## src/rtl/io_wdt_pkg.sv

```systemverilog
// Shared definitions for the io_wdt watchdog: register map, kick key, CTRL bits, FSM states.
package io_wdt_pkg;

  // Word offsets from BASE_ADR
  localparam logic [2:0] OFF_CTRL   = 3'd0;
  localparam logic [2:0] OFF_LOAD   = 3'd1;
  localparam logic [2:0] OFF_KICK   = 3'd2;
  localparam logic [2:0] OFF_STATUS = 3'd3;
  localparam logic [2:0] OFF_COUNT  = 3'd4;
  localparam logic [2:0] NUM_REGS   = 3'd5;

  localparam logic [31:0] KICK_KEY = 32'h5A5A_A5A5;

  // CTRL bit indices
  localparam int unsigned CTRL_EN     = 0;
  localparam int unsigned CTRL_IRQ_EN = 1;
  localparam int unsigned CTRL_RST_EN = 2;
  localparam int unsigned CTRL_LOCK   = 3;

  typedef enum logic [1:0] {
    StIdle  = 2'd0,
    StCount = 2'd1,
    StWarn  = 2'd2,
    StBite  = 2'd3
  } wdt_state_e;

  // Widen a register offset to the bus word-address width
  function automatic logic [13:0] off_adr(input logic [2:0] off);
    return {11'b0, off};
  endfunction

endpackage

```

## src/rtl/io_wdt_cntr.sv

```systemverilog
// 32-bit watchdog down-counter: reload has priority, a tick at zero wraps to the reload value.
module io_wdt_cntr #(
  parameter logic [31:0] RESET_VAL = 32'h0100_0000
) (
  input  logic        clk,
  input  logic        rst,
  input  logic        load,
  input  logic        tick,
  input  logic [31:0] load_val,
  output logic [31:0] count,
  output logic        zero
);

  logic [31:0] count_q;

  assign count = count_q;
  assign zero  = (count_q == 32'd0);

  // Count state: explicit reload, otherwise decrement per tick with wrap-to-reload on zero
  always_ff @(posedge clk) begin
    if (rst) begin
      count_q <= RESET_VAL;
    end else if (load) begin
      count_q <= load_val;
    end else if (tick) begin
      count_q <= zero ? load_val : count_q - 32'd1;
    end
  end

endmodule

```

## src/rtl/io_wdt.sv

```systemverilog
// Watchdog timer on the dma_io bus: register decode, read-chain link, warn/bite state machine.
module io_wdt
  import io_wdt_pkg::*;
#(
  parameter logic [13:0] BASE_ADR     = 14'h3C00,
  parameter logic [31:0] DEFAULT_LOAD = 32'h0100_0000,
  parameter int unsigned RST_CYCLES   = 16
) (
  input  logic        clk,
  input  logic        rst,
  input  logic        dma_io_we,
  input  logic [15:2] dma_io_wadr,
  input  logic [31:0] dma_io_wdata,
  input  logic [15:2] dma_io_radr,
  input  logic        dma_io_radr_en,
  input  logic [31:0] dma_io_rdata_in,
  output logic [31:0] dma_io_rdata,
  input  logic        cpu_run_state,
  output logic        wdt_irq,
  output logic        wdt_irq_1shot,
  output logic        wdt_rst_req
);

  localparam int unsigned BiteW = (RST_CYCLES > 1) ? $clog2(RST_CYCLES) : 1;

  wdt_state_e  state_q;
  logic [BiteW-1:0] bite_cnt_q;
  logic        irq_1shot_q, rst_req_q;
  logic        en_q, irq_en_q, rst_en_q, lock_q;
  logic [31:0] load_q;
  logic        warn_q, bite_q;
  logic        hit_q;
  logic [31:0] rdata_q;

  logic [13:0] woff, roff;
  logic        wr_ctrl, wr_load, wr_kick, wr_status, rd_hit;
  logic [31:0] rd_val, count;
  logic        cnt_zero, active, tick, kick_ok, kick_bad, expiry;
  logic        enter_bite, bite_done, warn_set, cnt_load, warn_d;

  // Offsets wrap below BASE_ADR, so a single unsigned compare covers the decode window
  assign woff      = dma_io_wadr - BASE_ADR;
  assign roff      = dma_io_radr - BASE_ADR;
  assign wr_ctrl   = dma_io_we & (woff == off_adr(OFF_CTRL));
  assign wr_load   = dma_io_we & (woff == off_adr(OFF_LOAD));
  assign wr_kick   = dma_io_we & (woff == off_adr(OFF_KICK));
  assign wr_status = dma_io_we & (woff == off_adr(OFF_STATUS));
  assign rd_hit    = dma_io_radr_en & (roff < off_adr(NUM_REGS));

  assign active   = (state_q == StCount) | (state_q == StWarn);
  assign tick     = en_q & cpu_run_state & active;
  assign kick_ok  = wr_kick & (dma_io_wdata == KICK_KEY) & active;
  assign kick_bad = wr_kick & (dma_io_wdata != KICK_KEY) & lock_q & rst_en_q &
                    (state_q != StBite);
  // A valid kick on the expiry cycle suppresses the expiry
  assign expiry   = tick & cnt_zero & ~kick_ok;

  assign enter_bite = kick_bad | ((state_q == StWarn) & expiry & rst_en_q);
  assign bite_done  = (state_q == StBite) & (bite_cnt_q == '0);
  assign warn_set   = expiry & ~enter_bite;
  assign cnt_load   = (state_q == StIdle) | kick_ok;

  // A new warn beats a simultaneous W1C
  assign warn_d = (warn_q & ~(wr_status & dma_io_wdata[0])) | warn_set;

  io_wdt_cntr #(
    .RESET_VAL(DEFAULT_LOAD)
  ) u_cntr (
    .clk      (clk),
    .rst      (rst),
    .load     (cnt_load),
    .tick     (tick),
    .load_val (load_q),
    .count    (count),
    .zero     (cnt_zero)
  );

  // Read mux of the pre-write register values
  always_comb begin
    rd_val = 32'd0;
    case (roff[2:0])
      OFF_CTRL:   rd_val = {28'd0, lock_q, rst_en_q, irq_en_q, en_q};
      OFF_LOAD:   rd_val = load_q;
      OFF_STATUS: rd_val = {30'd0, bite_q, warn_q};
      OFF_COUNT:  rd_val = count;
      default:    rd_val = 32'd0;
    endcase
  end

  // Watchdog FSM with registered irq pulse and reset-request pulse
  always_ff @(posedge clk) begin
    if (rst) begin
      state_q     <= StIdle;
      bite_cnt_q  <= '0;
      irq_1shot_q <= 1'b0;
      rst_req_q   <= 1'b0;
    end else begin
      irq_1shot_q <= warn_set;
      if (enter_bite) begin
        state_q    <= StBite;
        rst_req_q  <= 1'b1;
        bite_cnt_q <= BiteW'(RST_CYCLES - 1);
      end else begin
        unique case (state_q)
          StIdle: begin
            if (en_q) state_q <= StCount;
          end
          StCount, StWarn: begin
            if (!en_q) begin
              state_q <= StIdle;
            end else if (kick_ok) begin
              state_q <= StCount;
            end else if (expiry) begin
              state_q <= StWarn;
            end
          end
          StBite: begin
            if (bite_done) begin
              rst_req_q <= 1'b0;
              state_q   <= StIdle;
            end else begin
              bite_cnt_q <= bite_cnt_q - 1'b1;
            end
          end
          default: state_q <= StIdle;
        endcase
      end
    end
  end

  // Software-visible registers and the read-chain capture
  always_ff @(posedge clk) begin
    if (rst) begin
      en_q     <= 1'b0;
      irq_en_q <= 1'b0;
      rst_en_q <= 1'b0;
      lock_q   <= 1'b0;
      load_q   <= DEFAULT_LOAD;
      warn_q   <= 1'b0;
      bite_q   <= 1'b0;
      hit_q    <= 1'b0;
      rdata_q  <= 32'd0;
    end else begin
      hit_q <= rd_hit;
      if (rd_hit) rdata_q <= rd_val;
      if (wr_ctrl && !lock_q) begin
        en_q     <= dma_io_wdata[CTRL_EN];
        irq_en_q <= dma_io_wdata[CTRL_IRQ_EN];
        rst_en_q <= dma_io_wdata[CTRL_RST_EN];
        lock_q   <= dma_io_wdata[CTRL_LOCK];
      end
      // End of the bite pulse disarms the dog regardless of a concurrent CTRL write
      if (bite_done) begin
        en_q   <= 1'b0;
        bite_q <= 1'b1;
      end
      if (wr_load && !lock_q) load_q <= dma_io_wdata;
      warn_q <= warn_d;
    end
  end

  assign dma_io_rdata  = hit_q ? rdata_q : dma_io_rdata_in;
  assign wdt_irq       = warn_q & irq_en_q;
  assign wdt_irq_1shot = irq_1shot_q;
  assign wdt_rst_req   = rst_req_q;

endmodule
```

## config.mk

```make
export PLATFORM = sky130hd
export DESIGN_NAME = io_wdt
export DESIGN_NICKNAME = d
export VERILOG_FILES = /design/src/rtl/io_wdt_pkg.sv /design/src/rtl/io_wdt_cntr.sv /design/src/rtl/io_wdt.sv
export SDC_FILE = /design/constraint.sdc
export NUM_CORES = 1
export LEC_CHECK = 0
export CAP_MARGIN = 20
export CORE_MARGIN = 2
export CORE_UTILIZATION = 35
export DETAILED_ROUTE_END_ITERATION = 6
export GPL_ROUTABILITY_DRIVEN = 0
export PLACE_DENSITY = 0.62
export SYNTH_ARGS = -nofsm -noshare
export SYNTH_HDL_FRONTEND = slang
export SYNTH_SLANG_ARGS = --single-unit
```

## constraint.sdc

```tcl
create_clock -name clk -period 2.4 [get_ports clk]
set_input_delay 0.24 -clock clk [delete_from_list [all_inputs] [get_ports clk]]
set_output_delay 0.24 -clock clk [all_outputs]
set_load 0.005 [all_outputs]
```

# Word-level counts from Yosys, hierarchy flattened
# Index checks and enable logic that the tools add are counted.
[word_totals]
input_bits = 97
output_inout_bits = 35
register_bits = 111
[op_classes]
reduce_logical = 16
bitwise_logic = 29
mux = 18
eq_ne = 16
n_lt_le_gt_ge = 1
add_sub_neg = 4
[ops]
columns = ["operator", "n"]
rows = [
  ["$mux W32", 4],
  ["$pmux W32 S4", 1],
  ["$eq A32 B31 Y1 const B", 1],
  ["$logic_not A32 Y1", 1],
  ["$ne A32 B31 Y1 const B", 1],
  ["$sub A32 B1 Y32 const B", 1],
  ["$eq A14 B2 Y1 const B", 2],
  ["$sub A14 B14 Y14 const B", 2],
  ["$and A1 B1 Y1", 22],
  ["$eq A14 B1 Y1 const B", 1],
  ["$logic_not A14 Y1", 1],
  ["$lt A14 B3 Y1 const B", 1],
  ["$mux W2", 6],
  ["$mux W4", 3],
  ["$ne A3 B3 Y1 const B", 2],
  ["$pmux W2 S3", 1],
  ["$reduce_bool A2 Y1", 3],
  ["$ne A5 B5 Y1 const B", 1],
  ["$eq A2 B2 Y1 const B", 2],
  ["$logic_not A4 Y1", 1],
  ["$ne A2 B2 Y1 const B", 2],
  ["$or A1 B1 Y1", 4],
  ["$reduce_and A2 Y1", 2],
  ["$reduce_or A2 Y1", 2],
  ["12 further kinds", 17],
]

# Logic depth before layout (Yosys ltp)
# Gate-level depths: netlist (run 1).
[logic_depth]
word_depth = 13
ltp_mapped = 11

# By module
# A second synthesis (run 1) with hierarchy kept.
[hier_totals]
cells_unflattened = 779
hier_area_um2 = 6065.8
[modules_own_cells]
columns = ["module", "seq_area_each_um2", "instances", "cells_each", "area_each_um2"]
rows = [
  ["io_wdt", 1581.5, 1, 485, 3900.0],
  ["io_wdt_cntr", 640.6, 1, 294, 2165.8],
]

# Worst setup path before layout (run 1)
# Ideal clock, no wire load.
[synth_path]
path_kind = "input to register"
startpoint = "in dma_io_wadr[5] (netlist bit)"
endpoint = "reg u_cntr.count_q[21] (netlist: u_cntr.count[21])"
setup_ps = 117
arrival_time_ps = 2177
n_path_buf = 2
slack_ps = 106
cell_stages = 8
cell_sequence = "nor4b_2 nand4_1 or4_4 o21a_1 buf_6 buf_12 mux2_4 a32o_1"
[synth_between]
elab_chain_cells = 7
word_cells_on_any_way = 8
cone_classes = "add/sub: 1; eq/ne: 1; mux: 1; bitwise: 4; reduce/logical: 1"
[synth_lines]
columns = ["item", "line", "source"]
rows = [
  ["from (decl)", "io_wdt.sv:12", "input logic [15:2] dma_io_wadr,"],
  ["$sub A14 B14 Y14 (*)", "io_wdt.sv:42", "assign woff = dma_io_wadr - BASE_ADR;"],
  ["$eq A14 B2 Y1 (*)", "io_wdt.sv:46", "assign wr_kick = dma_io_we & (woff == off_adr(OFF_KICK));"],
  ["$and A1 B1 Y1 (*)", "io_wdt.sv:46", ""],
  ["$and A1 B1 Y1 (*) (2 in a row)", "io_wdt.sv:52", "assign kick_ok = wr_kick & (dma_io_wdata == KICK_KEY) & active;"],
  ["$or A1 B1 Y1 (*)", "io_wdt.sv:61", "assign cnt_load = (state_q == StIdle) | kick_ok;"],
  ["$mux W32 / $reduce_bool A2 Y1 (equally long branches)", "-", ""],
  ["to (signal assigned)", "io_wdt_cntr.sv:24", "count_q <= load_val;"],
  ["to (signal assigned)", "io_wdt_cntr.sv:26", "count_q <= zero ? load_val : count_q - 32'd1;"],
  ["to (decl)", "io_wdt_cntr.sv:14", "logic [31:0] count_q;"],
]
# Mark *: on every way between the ends. The rest lies on a longest branch, timed or not.
# A chain may end at the register's enable or synchronous reset.

# Worst setup path in the final report (run 1)
[layout_path]
startpoint = "reg u_cntr.count_q[20] (netlist: u_cntr.count[20])"
endpoint = "reg u_cntr.count_q[28] (netlist: u_cntr.count[28])"
[layout_between]
elab_chain_cells = 4
word_cells_on_any_way = 5
cone_classes = "add/sub: 1; mux: 3; reduce/logical: 1"
[layout_lines]
columns = ["item", "line", "source"]
rows = [
  ["$sub A32 B1 Y32 / $logic_not A32 Y1 (equally long branches)", "io_wdt_cntr.sv:26, io_wdt_cntr.sv:17", ""],
  ["$mux W32 (*)", "io_wdt_cntr.sv:26", ""],
  ["$mux W32 (*)", "io_wdt_cntr.sv:25", "end else if (tick) begin"],
  ["$mux W32 (*)", "io_wdt_cntr.sv:23", "end else if (load) begin"],
]
# Mark *: on every way between the ends. The rest lies on a longest branch, timed or not. The select of a mux whose other input is x is not followed.

==> results of run 1 <==
## Yosys cell counts, types with 4 or more instances
master     number  area (um2)
dfxtp_1       111        2222
nor2_1        101       379.1
nand2_1        96       360.4
a21oi_1        82       410.4
clkbuf_1       43       161.4
mux2_2         35       394.1
a22oi_1        33       247.7
mux2i_1        30       300.3
inv_1          25       93.84
nor3_1         21       105.1
o21ai_0        19       95.09
nand3_1        14       70.07
nor4_1         13       81.33
or3_1          10       62.56
o32ai_1         9       78.83
ha_1            8       100.1
nand4_1         8       50.05
nor2b_1         8       50.05
a32o_1          6       60.06
a2111oi_0       5       43.79
a2111oi_1       5       50.05
nor4b_2         5       75.07
and2_1          4       25.02
and4b_1         4       40.04
buf_2           4       20.02
nor4b_1         4       35.03
## logic make-up after synthesis
group / synth area share
AOI/OAI and AO/OA: 0.1922
xor gates and xnor gates: 0.004300
adders and majority gates: 0.01638
buffers and inverters: 0.05691
DFF: 0.3636
muxes: 0.1185
and+or+nand+nor: 0.2481
## layer usage
| metal | up-vias | global-route usage |
|---|---|---|
| li1 | 3123 | - |
| met4 | 0 | 0.07581 |
| met1 | 2950 | 0.2833 |
| met3 | 33 | 0.02759 |
| met2 | 195 | 0.3244 |
| met5 | - | 0 |
## per-stage QoR
step / setup slack [ns] / util / setup TNS [ns] / cells
after floorplan: 0.1056 / - / 0 / 762
after global placement: -0.6312 / 0.4800 / -23.40 / 1156
after detailed placement: -0.6770 / 0.4800 / -23.70 / 1156
after CTS: 0.004240 / 0.5058 / 0 / 1175
after global routing: -0.07207 / 0.5157 / -0.1249 / 1178
final: 0.04101 / 0.5157 / 0 / 1178
## repair_timing
| action | in CTS | in global routing |
|---|---|---|
| gates cloned | 3 | 1 |
| endpoints found under the setup margin | 34 | 41 |
| pin swaps | 17 | 16 |
| buffers inserted | 1 | 2 |
| gates resized for setup | 42 | 37 |
## registers in the layout, summed over array words and instances, names as in the netlist, 2 cells and up
signal,flops
load_q,32
rdata_q,32
u_cntr.count,32
bite_cnt_q,4
state_q,2
## worst paths after layout
path                                         to  slack [ns]                     startpoint
hold / removal          load_q[20]$_SDFFE_PP0P_        0.26               dma_io_wdata[20]
hold reg to reg          load_q[7]$_SDFFE_PP0P_        0.48         load_q[7]$_SDFFE_PP0P_
setup / recovery  u_cntr.count[28]$_SDFFE_PP0P_        0.04  u_cntr.count[20]$_SDFFE_PP0P_
setup reg to reg  u_cntr.count[28]$_SDFFE_PP0P_        0.04  u_cntr.count[20]$_SDFFE_PP0P_
## power groups by stage
stage / clock network (mW) / registers, mW / logic (mW)
final: 1.53 / 1.84 / 0.407
after global routing: 1.62 / 1.84 / 0.435
after CTS: 1.56 / 1.84 / 0.405
after detailed placement: 0 / 1.88 / 0.408
after global placement: 0 / 1.88 / 0.405
after floorplan: 0 / 1.88 / 0.107
## worst reg2reg max path, stage by stage (launching register included)
cell and delay [ns]:
dfxtp_1 0.38, nor4_1 0.46, and3_1 0.39, a31oi_4 0.14, o21a_4 0.19, buf_16 0.17
mux2i_1 0.13, a2111oi_2 0.39
## final cells by class
class	instances	area share
inverter	26	0.01102
tap	225	0.03178
sequential	111	0.2510
clock inverter	7	0.007911
timing repair buffer	230	0.2541
clock buffer	9	0.02543
multi-input combinational	570	0.4187
==> impl_results.md, run 1 <==
- Worst Skew: 0.01043 ns
- Worst slew pin tran: 0.5870 ns
- Final period utilization: 0.9829
- Antenna Cells: 0
- Core Area: 0.01718 mm2
- Cell family contributing the most delay on the critical path: simple AND/OR/NAND/NOR gates
- Initial DRC Count: 475
- Nets: 1053
- Post-route DRC: 0
- Port buffer count: 131
- Gr usage total: 0.2047
- Layout area overhead: 44.91%
- Multi-input gate area: 0.003709 mm2
- Worst-path maximum fanout: 6
- Sw Pwr: 0.8678 mW
- Post-CTS Hold Fix Bufs: 0
- Critical path arrival: 2.61 ns
- CP required: 2.65 ns
- CP peak stage delay: 0.46 ns
- Worst setup SP type: register
- Critical Path Stages: 7
- WL met1: 8.618 mm
- Hold Crit Depth: 4
- Worst skew pair latency: 0.36 ns
- Top FF cell, synth: dfxtp_1
- TritonRoute pass-1 iters: 6
- Largest net degree at the start of global routing: 104
- R2R depth: 7
- IO Pins: 132
- Pleak: 3.315 nW
- CTS buffer count: 9
- H-tree level count: 3
- Unique masters post-synth: 60
- Switching fraction of total power: 0.2297
- Hold Worst Slack: 0.2554 ns
- Final Cell Area: 0.008857 mm2
- Sequential power share: 0.487
- Pint: 2.910 mW
- Most frequent cells in the layout: 110 x dfxtp_1, 101 x nor2_1, 95 x nand2_1, 90 x clkdlybuf4s50_1
- WP buf/inv: 1
- Met2 wire len: 9.068 mm
- Syn Area/Cell: 8.021 um2
- Clock root buffer: clkbuf_16
- Max Used Layer: met4
- Max frequency: 423.9 MHz
- Synthesized net count: 867
- Most common cell after layout, fill and taps aside: dfxtp_1
- Slew Limit Fails: 0
- Sequential cell area fraction in the yosys report: 0.3636
- Detail Placement HPWL: 13.58 mm
- Comb power frac: 0.108
- Ys async rst share: 0
- Routed WL per cell: 16.32 um
- Synth Instances: 762
- Final setup fails: 0
- Post-synth EDFFs: 0
- VDD IR max: 328.5 uV
- TritonCTS Sinks: 111
- Post-Place Cell Area: 0.008245 mm2
- Drt total wl: 19.23 mm
- Register Area: 0.002223 mm2
- Vias: 6301
- WS Path Type: register to register
- Max-slew headroom: 0.6056
- PD cells: 426.5 mW/mm2
- Layout cells sized above 1: 0.1889
- Warnings, synthesis: 0
- RSZ-0062 raised after global routing: yes
- CP Capture Type: register
- Slowest cell on the critical path: nor4_1
- First-pass GRT wire length: 29.88 mm
- CP Cell Sequence: nor4_1 > and3_1 > a31oi_4 > o21a_4 > buf_16 > mux2i_1 > a2111oi_2
- Longest Clk Path Bufs: 2
- Outcome: complete, no violations
- CTS tree: built
- Die height: 136.2 um
- Fin. Hold Viols: 0
- FF+latch count, synth: 111
- Total Power: 3.778 mW
- Die area: 0.01854 mm2
- Grt ovf: 0
- Initial Util: 0.3558
- Filler cells: 1658
- Row count: 48
- Final ANT Viol Nets: 0
- Vias in the first global route: 5711
- Mapped Area: 0.006112 mm2
- Via/cell ratio: 5.349
- Initial antenna violation count: 0
- Die X: 136.2 um
- Min-delay worst type: input pin to register
- Clock power share: 0.405
- Tmin final: 2.359 ns
- Routed wl met3: 1.126 mm
- Max Cap Viol: 0
- Clock slew at reported path FFs: 0.08 ns
No activity file was read; power rests on OpenSTA's default activity.
==> run 2: changes to the inputs <==
--- a/config.mk
+++ b/config.mk
@@ -5,7 +5,6 @@
 export SDC_FILE = /design/constraint.sdc
 export NUM_CORES = 1
 export LEC_CHECK = 0
-export CAP_MARGIN = 20
 export CORE_MARGIN = 2
 export CORE_UTILIZATION = 35
 export DETAILED_ROUTE_END_ITERATION = 6
==> results of run 2 <==
Same layout as run 1: the final DEF is identical, and so are final timing and power.
==> run 3: changes to the inputs <==
--- a/config.mk
+++ b/config.mk
@@ -5,11 +5,12 @@
 export SDC_FILE = /design/constraint.sdc
 export NUM_CORES = 1
 export LEC_CHECK = 0
-export CORE_MARGIN = 2
+export ABC_AREA = 1
+export CORE_MARGIN = 1
 export CORE_UTILIZATION = 35
 export DETAILED_ROUTE_END_ITERATION = 6
 export GPL_ROUTABILITY_DRIVEN = 0
-export PLACE_DENSITY = 0.62
+export PLACE_DENSITY = 0.61
 export SYNTH_ARGS = -nofsm -noshare
 export SYNTH_HDL_FRONTEND = slang
 export SYNTH_SLANG_ARGS = --single-unit
==> run 3 against run 2 <==
Net effect: combinational power rose to 12 times the previous value; first-iteration DRC count rose by 20%; clock power barely moved; clock skew fell by 0.0025 ns; setup slack improved by 0.12 ns; wire length rose by 11%; non-clock buffer count fell by 72; via count rose by 13%; total power rose by 130%; cell count rose by 20%; global-route usage rose by 1.7 points; critical path type is now register to output port; critical endpoint is now dma_io_rdata[3]; highest routed layer unchanged.
==> impl_results.md, run 3 <==
- Tmin final: 2.236 ns
- Slew Limit Fails: 0
- Layout cells sized above 1: 0.07489
- Unique masters post-synth: 32
- Nets: 1275
- Worst skew pair latency: 0.37 ns
- Min-delay worst type: register to register
- Synthesized net count: 1153
- Post-route DRC: 0
- Port buffer count: 131
- Count leader, synth: nand2_1
- Area share of the largest cell type after synthesis: 0.3312
- Mapped Area: 0.006710 mm2
- Initial antenna violation count: 0
- HP Start: wdt_rst_req$_SDFFE_PP0P_
- Final ANT Viol Nets: 0
- Sequential cell area fraction in the yosys report: 0.3312
- Via/cell ratio: 5.057
- Filler cells: 1950
- Die area: 0.01973 mm2
- Die X: 140.5 um
- CP Cell Sequence: buf_12 > mux2_2 > clkdlybuf4s50_1
- Max Cap Viol: 0
- Fin. Hold Viols: 0
- Multi-input gate area: 0.003720 mm2
- Antenna Cells: 0
- Most frequent cells in the layout: 286 x nand2_1, 144 x inv_1, 134 x nor2_1, 130 x clkdlybuf4s50_1, 111 x dfxtp_1
- WL met1: 10.38 mm
- IO Pins: 132
- Drt total wl: 21.39 mm
- Slowest cell on the critical path: dfxtp_1
- Routed WL per cell: 15.18 um
- Met2 wire len: 8.995 mm
- TritonCTS Sinks: 111
- Gr usage total: 0.2215
- CTS buffer count: 9
- RR Startpoint: u_cntr.count[0]$_SDFFE_PP0P_
- Critical path arrival: 2.00 ns
- RSZ-0062 raised after global routing: no
- Syn Area/Cell: 6.403 um2
- Core Area: 0.01877 mm2
- TritonRoute pass-1 iters: 5
- WS Path Type: register to output port
- Worst-path maximum fanout: 25
- Row count: 50
- Clock slew at reported path FFs: 0.08 ns
- Largest net degree at the start of global routing: 88
- Layout area overhead: 28.83%
- Die height: 140.5 um
- Hold Crit Depth: 2
- Post-CTS Hold Fix Bufs: 0
- Setup TNS: 0 ns
- Register Area: 0.002222 mm2
- Max Used Layer: met4
- Top FF cell, synth: dfxtp_1
- Reg2Reg Setup Slack: 0.34 ns
- Max frequency: 447.1 MHz
- Longest Clk Path Bufs: 2
- Reg2Reg Capture Point: u_cntr.count[29]$_SDFFE_PP0P_
- CP peak stage delay: 0.56 ns
- Worst slew pin tran: 0.9732 ns
- Warnings, synthesis: 0
- Biggest area consumer among synthesized cells: dfxtp_1
- Synth top cells by count: 286 x nand2_1, 144 x inv_1, 134 x nor2_1
- Vias in the first global route: 6648
- VDD IR max: 562.0 uV
- Max-slew headroom: 0.3512
- Ys async rst share: 0
- Initial Util: 0.3575
- Initial DRC Count: 570
- Worst Skew: 0.007922 ns
- Outcome: complete, no violations
- FF+latch count, synth: 111
- Routed wl met3: 1.462 mm
- Final Util: 0.4606
- Most common cell after layout, fill and taps aside: nand2_1
- H-tree level count: 3
- Final setup fails: 0
- PD cells: 1006 mW/mm2
- Final period utilization: 0.9318
- Setup bufs post-CTS: 0
- Grt ovf: 0
- R2R depth: 10
- Post-synth EDFFs: 0
- Worst setup SP type: register
- Hold endpoint: wdt_rst_req$_SDFFE_PP0P_
- CTS resizes: 0
- CTS tree: built
- Clock root buffer: clkbuf_16
- Synth Instances: 1048
- CP required: 2.16 ns
- CP Capture Type: output port
- Detail Placement HPWL: 16.33 mm
- Synth top area cells: dfxtp_1 33%, nand2_1 16%, inv_1 8.1%
- Pleak: 3.667 nW
- First-pass GRT wire length: 34.53 mm
- Vias: 7125
-- run 3: cell types whose count changed in the layout (fill, tap and decap cells not counted), sizes merged, moves of 23 or more --
cell	change
buf	-71
a211oi	+23
nor2	+37
clkdlybuf4s50	+40
nand2	+193
inv	+122
a22oi	-31
o22ai	+28
mux2i	-30
nand3	+49
dlygate4sd2	-24
-- run 3: stage by stage --
step | worst slack, ns | hold WS [ns] | power (mW) | cell area [um2] | instances
2_1_floorplan | 0.6711 | 0.3664 | 5.698 | 6710 | 1048
3_3_place_gp | 0.04390 | 0.4376 | 7.088 | 8342 | 1393
3_5_place_dp | 0.02149 | 0.4424 | 7.117 | 8342 | 1393
4_1_cts | 0.1354 | 0.4557 | 8.673 | 8645 | 1409
5_1_grt | 0.08999 | 0.4785 | 9.477 | 8645 | 1409
6_report | 0.1636 | 0.4506 | 8.693 | 8645 | 1409
-- run 3: worst max-delay path, delay by kind of cell, from the launching register on --
kind	cells	cell delay (ns)
flip-flops	1	0.56
buffers and inverters	2	0.70
multiplexers	1	0.36
-- run 3: logic make-up after synthesis --
group,share of synthesized area
XOR/XNOR,0.01827
adder cells (fa/ha/maj),0.01492
buffers and inverters,0.1145
AO/OA/AOI/OAI,0.1475
flip-flops,0.3312
multiplexers,0.05370
AND/OR/NAND/NOR,0.3200
-- run 3: report_power, final --
group,switching (mW),leakage [nW],internal (mW)
Combinational,3.02,2.62,1.75
Clock,0.787,0.144,0.740
Sequential,0.302,0.899,2.10
Total,4.11,3.67,4.59
-- run 3: worst max path at each step --
stage | start | endpoint | slack (ns)
after floorplan | state_q[0]$_SDFFE_PP0P_ | u_cntr.count[15]$_SDFFE_PP0P_ | 0.67
after global placement | dma_io_wdata[13] | u_cntr.count[22]$_SDFFE_PP0P_ | 0.04
after detailed placement | dma_io_wdata[13] | u_cntr.count[17]$_SDFFE_PP0P_ | 0.02
after CTS | hit_q$_SDFF_PP0_ | dma_io_rdata[3] | 0.14
after global routing | hit_q$_SDFF_PP0_ | dma_io_rdata[3] | 0.09
final | hit_q$_SDFF_PP0_ | dma_io_rdata[3] | 0.16
-- run 3: area by class of cell --
cell class                      count  area share
Multi-Input combinational cell    744      0.4303
Tap cell                          234     0.03387
Clock inverter                      7    0.008974
Timing Repair Buffer              158      0.1803
Sequential cell                   111      0.2571
Clock buffer                        9     0.02605
Inverter                          146     0.06340
-- run 3: routing by layer --
layer / vias up / global-route usage
li1: 3621 / -
met4: 0 / 0.09039
met5: - / 0
met1: 3217 / 0.3141
met3: 31 / 0.03145
met2: 256 / 0.3355
